--- config.mk ---
export PLATFORM = sky130hd
export DESIGN_NAME = keypad_scanner
export DESIGN_NICKNAME = d
export VERILOG_FILES = /design/src/rtl/keypad_pkg.sv /design/src/rtl/keypad_row_scan.sv /design/src/rtl/keypad_scanner.sv
export SDC_FILE = /design/constraint.sdc
export NUM_CORES = 1
export LEC_CHECK = 0
export CAP_MARGIN = 20
export CORE_MARGIN = 3
export CORE_UTILIZATION = 38
export CTS_CLUSTER_SIZE = 30
export DETAILED_ROUTE_END_ITERATION = 12
export HOLD_SLACK_MARGIN = 0.06
export PLACE_DENSITY = 0.6
export SYNTH_ARGS = -nofsm -noshare
export SYNTH_HDL_FRONTEND = slang
export SYNTH_SLANG_ARGS = --single-unit
--- constraint.sdc ---
create_clock -name clk -period 13.75 [get_ports clk]
set_input_delay 4.125 -clock clk [delete_from_list [all_inputs] [get_ports clk]]
set_output_delay 4.125 -clock clk [all_outputs]
set_load 0.1 [all_outputs]
--- src/rtl/keypad_pkg.sv ---
// keypad_pkg: shared constants for the 4x4 hex keypad scanner.
//   - debounce FSM state encodings (plain localparams for legacy tools)
//   - key map, indexed by row*4 + col (PmodKYPD layout)
//   - active-low row strobe patterns, indexed by row
package keypad_pkg;

  typedef logic [1:0] state_t;

  localparam state_t ST_IDLE    = 2'd0;
  localparam state_t ST_CONFIRM = 2'd1;
  localparam state_t ST_PRESSED = 2'd2;
  localparam state_t ST_RELEASE = 2'd3;

  // Entry 0 is row 0 / col 0 ("1"); entry 15 is row 3 / col 3 ("D").
  localparam logic [15:0][3:0] KEY_MAP = {
    4'hD, 4'hE, 4'hF, 4'h0,
    4'hC, 4'h9, 4'h8, 4'h7,
    4'hB, 4'h6, 4'h5, 4'h4,
    4'hA, 4'h3, 4'h2, 4'h1
  };

  // row_out[3] strobes row 0, so row 0 drives 4'b0111.
  localparam logic [3:0][3:0] ROW_STROBE = {
    4'b1110, 4'b1101, 4'b1011, 4'b0111
  };

endpackage

--- src/rtl/keypad_row_scan.sv ---
// keypad_row_scan: row sequencer for the keypad scanner.
// Each row is driven for SCAN_DIV clocks; the last dwell cycle is the
// column sample point, and the sample of row 3 closes a full scan.
// Ports:
//   clk, rst  - clock, synchronous active-high reset
//   row_out   - active-low one-hot row strobe
//   row_idx   - index of the row currently driven
//   sample    - high on the last dwell cycle of the current row
//   scan_end  - high on the sample cycle of row 3
module keypad_row_scan
  import keypad_pkg::*;
#(
  parameter int SCAN_DIV = 50000
) (
  input  logic       clk,
  input  logic       rst,
  output logic [3:0] row_out,
  output logic [1:0] row_idx,
  output logic       sample,
  output logic       scan_end
);

  localparam int CNT_W = $clog2(SCAN_DIV);
  localparam logic [CNT_W-1:0] CNT_LAST = CNT_W'(SCAN_DIV - 1);

  logic [CNT_W-1:0] dwell_cnt;

  always_ff @(posedge clk) begin
    if (rst) begin
      dwell_cnt <= '0;
      row_idx   <= 2'd0;
    end else if (sample) begin
      dwell_cnt <= '0;
      row_idx   <= row_idx + 2'd1;
    end else begin
      dwell_cnt <= dwell_cnt + 1'b1;
    end
  end

  assign sample   = (dwell_cnt == CNT_LAST);
  assign scan_end = sample && (row_idx == 2'd3);
  assign row_out  = ROW_STROBE[row_idx];

endmodule

--- src/rtl/keypad_scanner.sv ---
// keypad_scanner: scans a 4x4 hex keypad, decodes a single pressed key and
// debounces presses and releases over whole scans.
// Ports:
//   clk, rst   - clock, synchronous active-high reset
//   col_in     - active-low column returns, col_in[0] = leftmost column
//   row_out    - active-low row strobes, row_out[3] = top row
//   key_code   - last accepted key code (held through release)
//   key_valid  - one-cycle pulse per accepted press
//   key_held   - high while the accepted key is still considered pressed
// Build option: define KEYPAD_REPEAT_EN to add auto-repeat pulses every
// REPEAT_SCANS scans while a key stays pressed.
//
// state      | meaning
// -----------+-------------------------------------------------------
// ST_IDLE    | no key accepted, no candidate
// ST_CONFIRM | candidate seen on 'match' consecutive single-key scans
// ST_PRESSED | key accepted and still present
// ST_RELEASE | accepted key missing for 'match' consecutive scans
module keypad_scanner
  import keypad_pkg::*;
#(
  parameter int SCAN_DIV       = 50000,
  parameter int DEBOUNCE_SCANS = 4,
  parameter int REPEAT_SCANS   = 32
) (
  input  logic       clk,
  input  logic       rst,
  input  logic [3:0] col_in,
  output logic [3:0] row_out,
  output logic [3:0] key_code,
  output logic       key_valid,
  output logic       key_held
);

  localparam int MATCH_W = $clog2(DEBOUNCE_SCANS + 1);
  localparam logic [MATCH_W-1:0] MATCH_ONE = MATCH_W'(1);
  localparam logic [MATCH_W-1:0] MATCH_MAX = MATCH_W'(DEBOUNCE_SCANS);

  logic [1:0]  row_idx;
  logic        sample;
  logic        scan_end;

  keypad_row_scan #(.SCAN_DIV(SCAN_DIV)) u_row_scan (
    .clk      (clk),
    .rst      (rst),
    .row_out  (row_out),
    .row_idx  (row_idx),
    .sample   (sample),
    .scan_end (scan_end)
  );

  logic [15:0]        scan_bits;
  logic [15:0]        scan_now;
  logic [3:0]         hit_idx;
  logic [3:0]         hit_code;
  logic               is_single;
  logic               same_key;
  state_t             state;
  logic [3:0]         cand;
  logic [MATCH_W-1:0] match;
  logic [MATCH_W-1:0] match_inc;
  logic [MATCH_W-1:0] match_next;
  logic               match_done;

  // Current row's pressed keys merged over the stored scan, so the row 3
  // sample is visible in the same cycle the scan is classified.
  always_comb begin
    scan_now = scan_bits;
    scan_now[{row_idx, 2'b00} +: 4] = ~col_in;
  end

  always_comb begin
    hit_idx = 4'd0;
    for (int i = 0; i < 16; i++) begin
      if (scan_now[i]) hit_idx = 4'(i);
    end
  end

  // Exactly one bit set; MULTI and NONE both fall out as "not single".
  assign is_single = (scan_now != 16'h0) && ((scan_now & (scan_now - 16'd1)) == 16'h0);
  assign hit_code  = KEY_MAP[hit_idx];
  assign same_key  = is_single && (hit_code == cand);

  assign match_inc  = (match == MATCH_MAX) ? match : match + 1'b1;
  // A run continues only in CONFIRM (same key) or RELEASE (still missing);
  // every other transition starts a fresh run of one scan.
  assign match_next = ((state == ST_CONFIRM && same_key) || (state == ST_RELEASE && !same_key))
                      ? match_inc : MATCH_ONE;
  assign match_done = (match_next == MATCH_MAX);

`ifdef KEYPAD_REPEAT_EN
  localparam int REP_W = $clog2(REPEAT_SCANS + 1);
  localparam logic [REP_W-1:0] REP_LAST = REP_W'(REPEAT_SCANS - 1);

  logic [REP_W-1:0] rep_cnt;
  logic             rep_fire;

  assign rep_fire = scan_end && (state == ST_PRESSED) && same_key && (rep_cnt == REP_LAST);

  // Held at zero outside PRESSED, so it is already clear on entry.
  always_ff @(posedge clk) begin
    if (rst || state != ST_PRESSED) begin
      rep_cnt <= '0;
    end else if (scan_end && same_key) begin
      rep_cnt <= rep_fire ? '0 : rep_cnt + 1'b1;
    end
  end
`endif

  always_ff @(posedge clk) begin
    if (rst) begin
      scan_bits <= 16'h0;
      state     <= ST_IDLE;
      cand      <= 4'h0;
      match     <= '0;
      key_code  <= 4'h0;
      key_valid <= 1'b0;
    end else begin
      key_valid <= 1'b0;
      if (sample) scan_bits <= scan_now;
      if (scan_end) begin
        case (state)
          ST_IDLE, ST_CONFIRM: begin
            if (is_single) begin
              cand <= hit_code;
              if (match_done) begin
                state     <= ST_PRESSED;
                key_code  <= hit_code;
                key_valid <= 1'b1;
                match     <= '0;
              end else begin
                state <= ST_CONFIRM;
                match <= match_next;
              end
            end else begin
              state <= ST_IDLE;
              match <= '0;
            end
          end
          ST_PRESSED: begin
            if (!same_key) begin
              if (match_done) begin
                state <= ST_IDLE;
                match <= '0;
              end else begin
                state <= ST_RELEASE;
                match <= match_next;
              end
            end
          end
          ST_RELEASE: begin
            if (same_key) begin
              state <= ST_PRESSED;
              match <= '0;
            end else if (match_done) begin
              state <= ST_IDLE;
              match <= '0;
            end else begin
              match <= match_next;
            end
          end
          default: begin
            state <= ST_IDLE;
            match <= '0;
          end
        endcase
`ifdef KEYPAD_REPEAT_EN
        if (rep_fire) key_valid <= 1'b1;
`endif
      end
    end
  end

  assign key_held = (state == ST_PRESSED) || (state == ST_RELEASE);

endmodule

==> results.sh <==
export IMPL_status="completed"
export IMPL_met3_length_um=528
export IMPL_min_path_cells=1
export IMPL_regToRegEndpoint="match[1]"
export IMPL_grtUsageTotal=0.165
export IMPL_cts_resized=0
export IMPL_cp_start_kind="input port"
export IMPL_grt_max_degree=37
export IMPL_fmax_mhz=125
export IMPL_r2r_slack_ns=8.79
export IMPL_viasPerCell=5.74
export IMPL_cts_tree="yes"
export IMPL_globalplace_congestion=0.973
export IMPL_synth_area_per_cell_um2=7.99
export IMPL_crit_fanout=8
export IMPL_final_core_utilization=0.439
export IMPL_m1WireLength_mm=3.26
export IMPL_postCtsSetupBuffers=0
export IMPL_netlist_top_cells_count="nor2_1, dfxtp_1, a21oi_1"
export IMPL_crit_path_end_kind="flip-flop"
export IMPL_worstPathRequired_ns=13.98
export IMPL_n_antenna_cell=0
export IMPL_r2r_start="u_row_scan.row_idx[0]"
export IMPL_area_growth_pct=10.7
export IMPL_synth_top_area_cell="dfxtp_1"
export IMPL_drive_above_1_share=0.0615
export IMPL_port_buffers=15
export IMPL_wl_per_cell_um=14.6
export IMPL_gr_total_overflow=0
export IMPL_route_met2_wl_mm=3.24
export IMPL_drc_errors=0
export IMPL_synth_distinct_cells=64
export IMPL_place_hpwl_mm=5.16
export IMPL_drt_wl_total_mm=7.20
export IMPL_p_leak_nw=1.26
export IMPL_fillers=764
export IMPL_route_vias_total=2824
export IMPL_ys_seq_elements=48
export IMPL_antenna_found_initial=0
export IMPL_die_area_mm2=0.00928
export IMPL_grt_pass1_vias=2640
export IMPL_period_share=0.581
export IMPL_min_period_ns=7.99
export IMPL_hp_start="u_row_scan.dwell_cnt[0]"
export IMPL_ant_nets=0
export IMPL_die_width_um=96.3
export IMPL_hold_class="flip-flop to flip-flop"
export IMPL_final_nets=406
export IMPL_cts_hold_buf=0
export IMPL_firstDrtPassIters=5
export IMPL_rows=32
export IMPL_synthMostInstantiatedCell="nor2_1"
export IMPL_maxSlewHeadroom=0.351
export IMPL_cts_sinks=48
export IMPL_clk_pin_slew_ns=0.09
export IMPL_htree_levels=2
export IMPL_start_util=0.397
export IMPL_powerDensity_mw_per_mm2=81.6
export IMPL_core_area_mm2=0.00781
export IMPL_holdWs_ns=0.445
export IMPL_skew_ns=0.00644
export IMPL_insertion_delay_ns=0.30
export IMPL_cts_inserted_buffers=5
export IMPL_num_io_pins=16
export IMPL_synth_cells=388
export IMPL_setup_tns_final_ns=0
export IMPL_synth_edf_count=0
export IMPL_ys_flop_type="dfxtp_1"
export IMPL_ys_top_cells_by_area="dfxtp_1, nor2_1, mux2i_1"
export IMPL_ys_warnings_count=0
export IMPL_finalMaxSlewViolations=0
export IMPL_initialDrtViolationCount=284
export IMPL_syn_num_nets=405
export IMPL_rsz0062_at_grt="false"
export IMPL_synth_area_mm2=0.00310
export IMPL_finalSetupViolations=0
export IMPL_grt_pass1_wl_mm=12.3
export IMPL_worst_ep_arrival_time_ns=8.22
export IMPL_drv_cap=0
export IMPL_cts_root_buf="clkbuf_8"
export IMPL_synth_top_cell_area_share=0.310
export IMPL_top_layer_used="met4"
export IMPL_rr_worst_depth=16
export IMPL_crit_type="input port to flip-flop"
export IMPL_timing_hold_violations_final=0
export IMPL_tightestPinTransition_ns=0.971
export IMPL_die_y_um=96.3
export IMPL_vdd_drop_max_mv=0.0479
export IMPL_worstHoldEndpoint="u_row_scan.dwell_cnt[0]"
export IMPL_cts_buffer_depth=2
export IMPL_ys_seq_area_frac=0.310
export IMPL_synthArstFlopShare=0
layer usage:
metal | GRT usage | vias to the layer above
li1 | - | 1400
met1 | 0.217 | 1293
met2 | 0.255 | 114
met3 | 0.0422 | 17
met4 | 0.0678 | 0
met5 | 0 | -
critical path, stage by stage:
cell and delay (ns):
clkdlybuf4s50_1 0.57, nor2_1 0.42, a31o_2 0.25, a211oi_1 0.05, o41a_1 0.43, and2_1 0.23, clkinv_2 0.08, ha_1 0.13
and3b_1 0.17, o31a_1 0.31, xor2_1 0.15, or4_4 0.50, or2_1 0.33, o41a_1 0.33, a21oi_1 0.15
cells in the final DEF, fill, tap and decap left out, types with 8 or more instances in the layout:
cell	n
xor2_1	8
mux2i_1	15
xnor2_1	13
a31oi_1	11
a211oi_1	15
dfxtp_1	48
nor3_1	10
ha_1	11
nand3_1	12
o21ai_0	8
a21oi_1	16
nor2b_1	12
inv_1	14
nand2_1	11
clkdlybuf4s50_1	15
and3_1	8
nor2_1	69
cells by family (layout without fill, tap and decap cells):
| logic type | after synthesis | count (layout) | synth area share |
|---|---|---|---|
| simple gates | 159 | 159 | 0.258 |
| compound gates | 90 | 90 | 0.211 |
| flops | 48 | 48 | 0.310 |
| buf+inv | 39 | 41 | 0.0517 |
| xor+xnor | 21 | 21 | 0.0593 |
| mux | 19 | 19 | 0.0630 |
| fa+ha+maj | 12 | 12 | 0.0476 |
report_power, final:
part	internal, W	leakage [nW]	switching (W)	total, W
Sequential	0.000140	0.387	0.000000443	0.000140
Clock	0.0000733	0.0687	0.0000506	0.000124
Combinational	0.00000634	0.803	0.00000975	0.0000161
Total	0.000219	1.26	0.0000608	0.000280
how the worst max path moves through the flow:
stage / to / slack, ns / depth (start not counted) / from
4_1_cts: match[1] / 5.79 / 15 / col_in[1]
5_1_grt: state[0] / 5.52 / 13 / col_in[1]
3_5_place_dp: match[1] / 5.47 / 15 / col_in[1]
2_1_floorplan: match[1] / 6.38 / 16 / col_in[1]
3_3_place_gp: match[1] / 5.58 / 15 / col_in[1]
6_report: match[1] / 5.76 / 15 / col_in[1]
stage by stage:
| step | cells | instance area [um2] | power [W] | setup slack (ns) |
|---|---|---|---|---|
| after floorplan | 388 | 3100 | 0.000154 | 6.38 |
| after global placement | 484 | 3290 | 0.000159 | 5.58 |
| after detailed placement | 484 | 3290 | 0.000159 | 5.47 |
| after CTS | 492 | 3430 | 0.000284 | 5.79 |
| after global routing | 492 | 3430 | 0.000292 | 5.52 |
| final | 492 | 3430 | 0.000280 | 5.76 |
area by class of cell:
type	instances	area, um2	area share
flip-flops and latches	48	961	0.280
multi-input cells	301	1980	0.577
well taps	102	128	0.0372
repair buffers	17	165	0.0481
clock inverters	3	68.8	0.0201
clock buffers	5	68.8	0.0201
inverters	16	61.3	0.0179
sequential cells by signal, summed over array words and instances, names as in the netlist:
name / flops
scan_bits: 16
u_row_scan.dwell_cnt: 16
cand: 4
key_code: 4
match: 3
state: 2
u_row_scan.row_idx: 2
key_valid: 1
Note: power is estimated with default switching activity, not from simulation.
==> RTL change (same settings) <==
Register the output `row_out`, with the module's reset; this adds one clock of latency there. The other outputs are not delayed to match.
--- a/src/rtl/keypad_scanner.sv
+++ b/src/rtl/keypad_scanner.sv
@@ -37,4 +37,6 @@
   localparam logic [MATCH_W-1:0] MATCH_MAX = MATCH_W'(DEBOUNCE_SCANS);
 
+  logic [3:0] row_d;
+
   logic [1:0]  row_idx;
   logic        sample;
@@ -44,5 +46,5 @@
     .clk      (clk),
     .rst      (rst),
-    .row_out  (row_out),
+    .row_out  (row_d),
     .row_idx  (row_idx),
     .sample   (sample),
@@ -174,4 +176,12 @@
   assign key_held = (state == ST_PRESSED) || (state == ST_RELEASE);
 
+  always_ff @(posedge clk) begin
+    if (rst) begin
+      row_out <= '0;
+    end else begin
+      row_out <= row_d;
+    end
+  end
+
 endmodule
 
Behaviour: not the same (Yosys sat finds a counterexample within 4 cycles, from zero or initial values and one cycle with rst high).
==> RTL change against the unedited design <==
Setup slack better by 0.38 ns. Wire length is 6.6% higher. Register-to-register slack improved by 0.22 ns. First-iteration DRC count down 31%. Global-route usage fell by 0.14 points. Power up 3.1%. Sequential share of layout area rose by 0.84 points. Synthesized area grew 6.1%. Design area grew 5.2%. Sequential power increased by 9%. Sequential cell count up 4. Highest routed layer unchanged.
==> RTL change: results (changes against the unedited design) <==
- GR Layer Usage met2: 25.4% (-0.061 points)
- DRT Pass-1 Iters: 4 (-1)
- Total number of vias: 2,889 (+2.3%)
- Net switching power of the design: 0.0701 mW (+15%)
- Routed met1 length: 3.78 mm (+16%)
- DR WL met2: 3.49 mm (+7.6%)
- Final Instance Count excl. Fillers: 521 (+5.9%)
- Cell total after placement: 513 (+6.0%)
- Final clock skew: 0.00863 ns (+0.00218 ns)
- Status: completed
- Worst Path Max Fanout: 7 (-1)
- Hold_ws: 0.448 ns (+0.00281 ns)
- Data arrival, critical path: 7.85 ns (-0.37 ns)
- Part of the total power dissipated in combinational logic: 7.7% (+2.0 points)
- Synthesized Nets: 428 (+5.7%)
- Routed met3 length: 276 um (-48%)
- Unique cell type count in the Yosys netlist: 67 (+4.7%)
- Setup slack, reg-to-reg: 9.01 ns (+0.22 ns)
- Final RePlAce weighted congestion: 0.962 (-1.1%)
- Family of cells with the greatest summed delay on the critical path: compound AO/OA/AOI/OAI gates
- Number of violations reported at the end of detailed-routing iteration 0: 195 (-31%)
- Part of the total power dissipated in the clock network: 39.5% (-4.7 points)
- Critical Path Max Stage Delay: 0.63 ns (+0.06 ns)
- WL final: 7.68 mm (+6.6%)
- GRT Total Usage: 16.3% (-0.14 points)
- Maximum number of pins on one net before global-route repair: 39 (+5.4%)
- Global routing met1 resource utilization: 22.9% (+1.2 points)
RTL change: worst register-to-register path, cell delays in order (launching register included):
cell	delay (ns)
dfxtp_1	0.51
inv_1	0.17
ha_1	0.79
nor2_1	0.29
a31oi_1	0.37
o221ai_1	0.18
a32o_1	0.25
a41o_2	0.26
inv_1	0.06
ha_1	0.21
or2_0	0.22
a31o_2	0.26
xnor2_1	0.12
nor2_1	0.17
nand2_1	0.15
or4_1	0.50
o221ai_1	0.17
RTL change: logic make-up (layout without fill, tap and decap cells):
kind of cell	after synthesis	in the layout	synth area share (%)
compound gates	93	93	20.1
xor+xnor	21	21	5.59
fa+ha+maj	11	11	4.18
buf+inv	38	43	5.06
flops	52	52	31.6
mux	13	13	5.02
simple gates	183	183	28.4
RTL change: final cells by class:
cell class	instances	area, sq um
clock buffer	6	82.6
tap	105	131
fill	834	4690
multi-input combinational	321	2080
inverter	18	67.6
timing repair buffer	17	165
sequential	52	1040
clock inverter	2	38.8
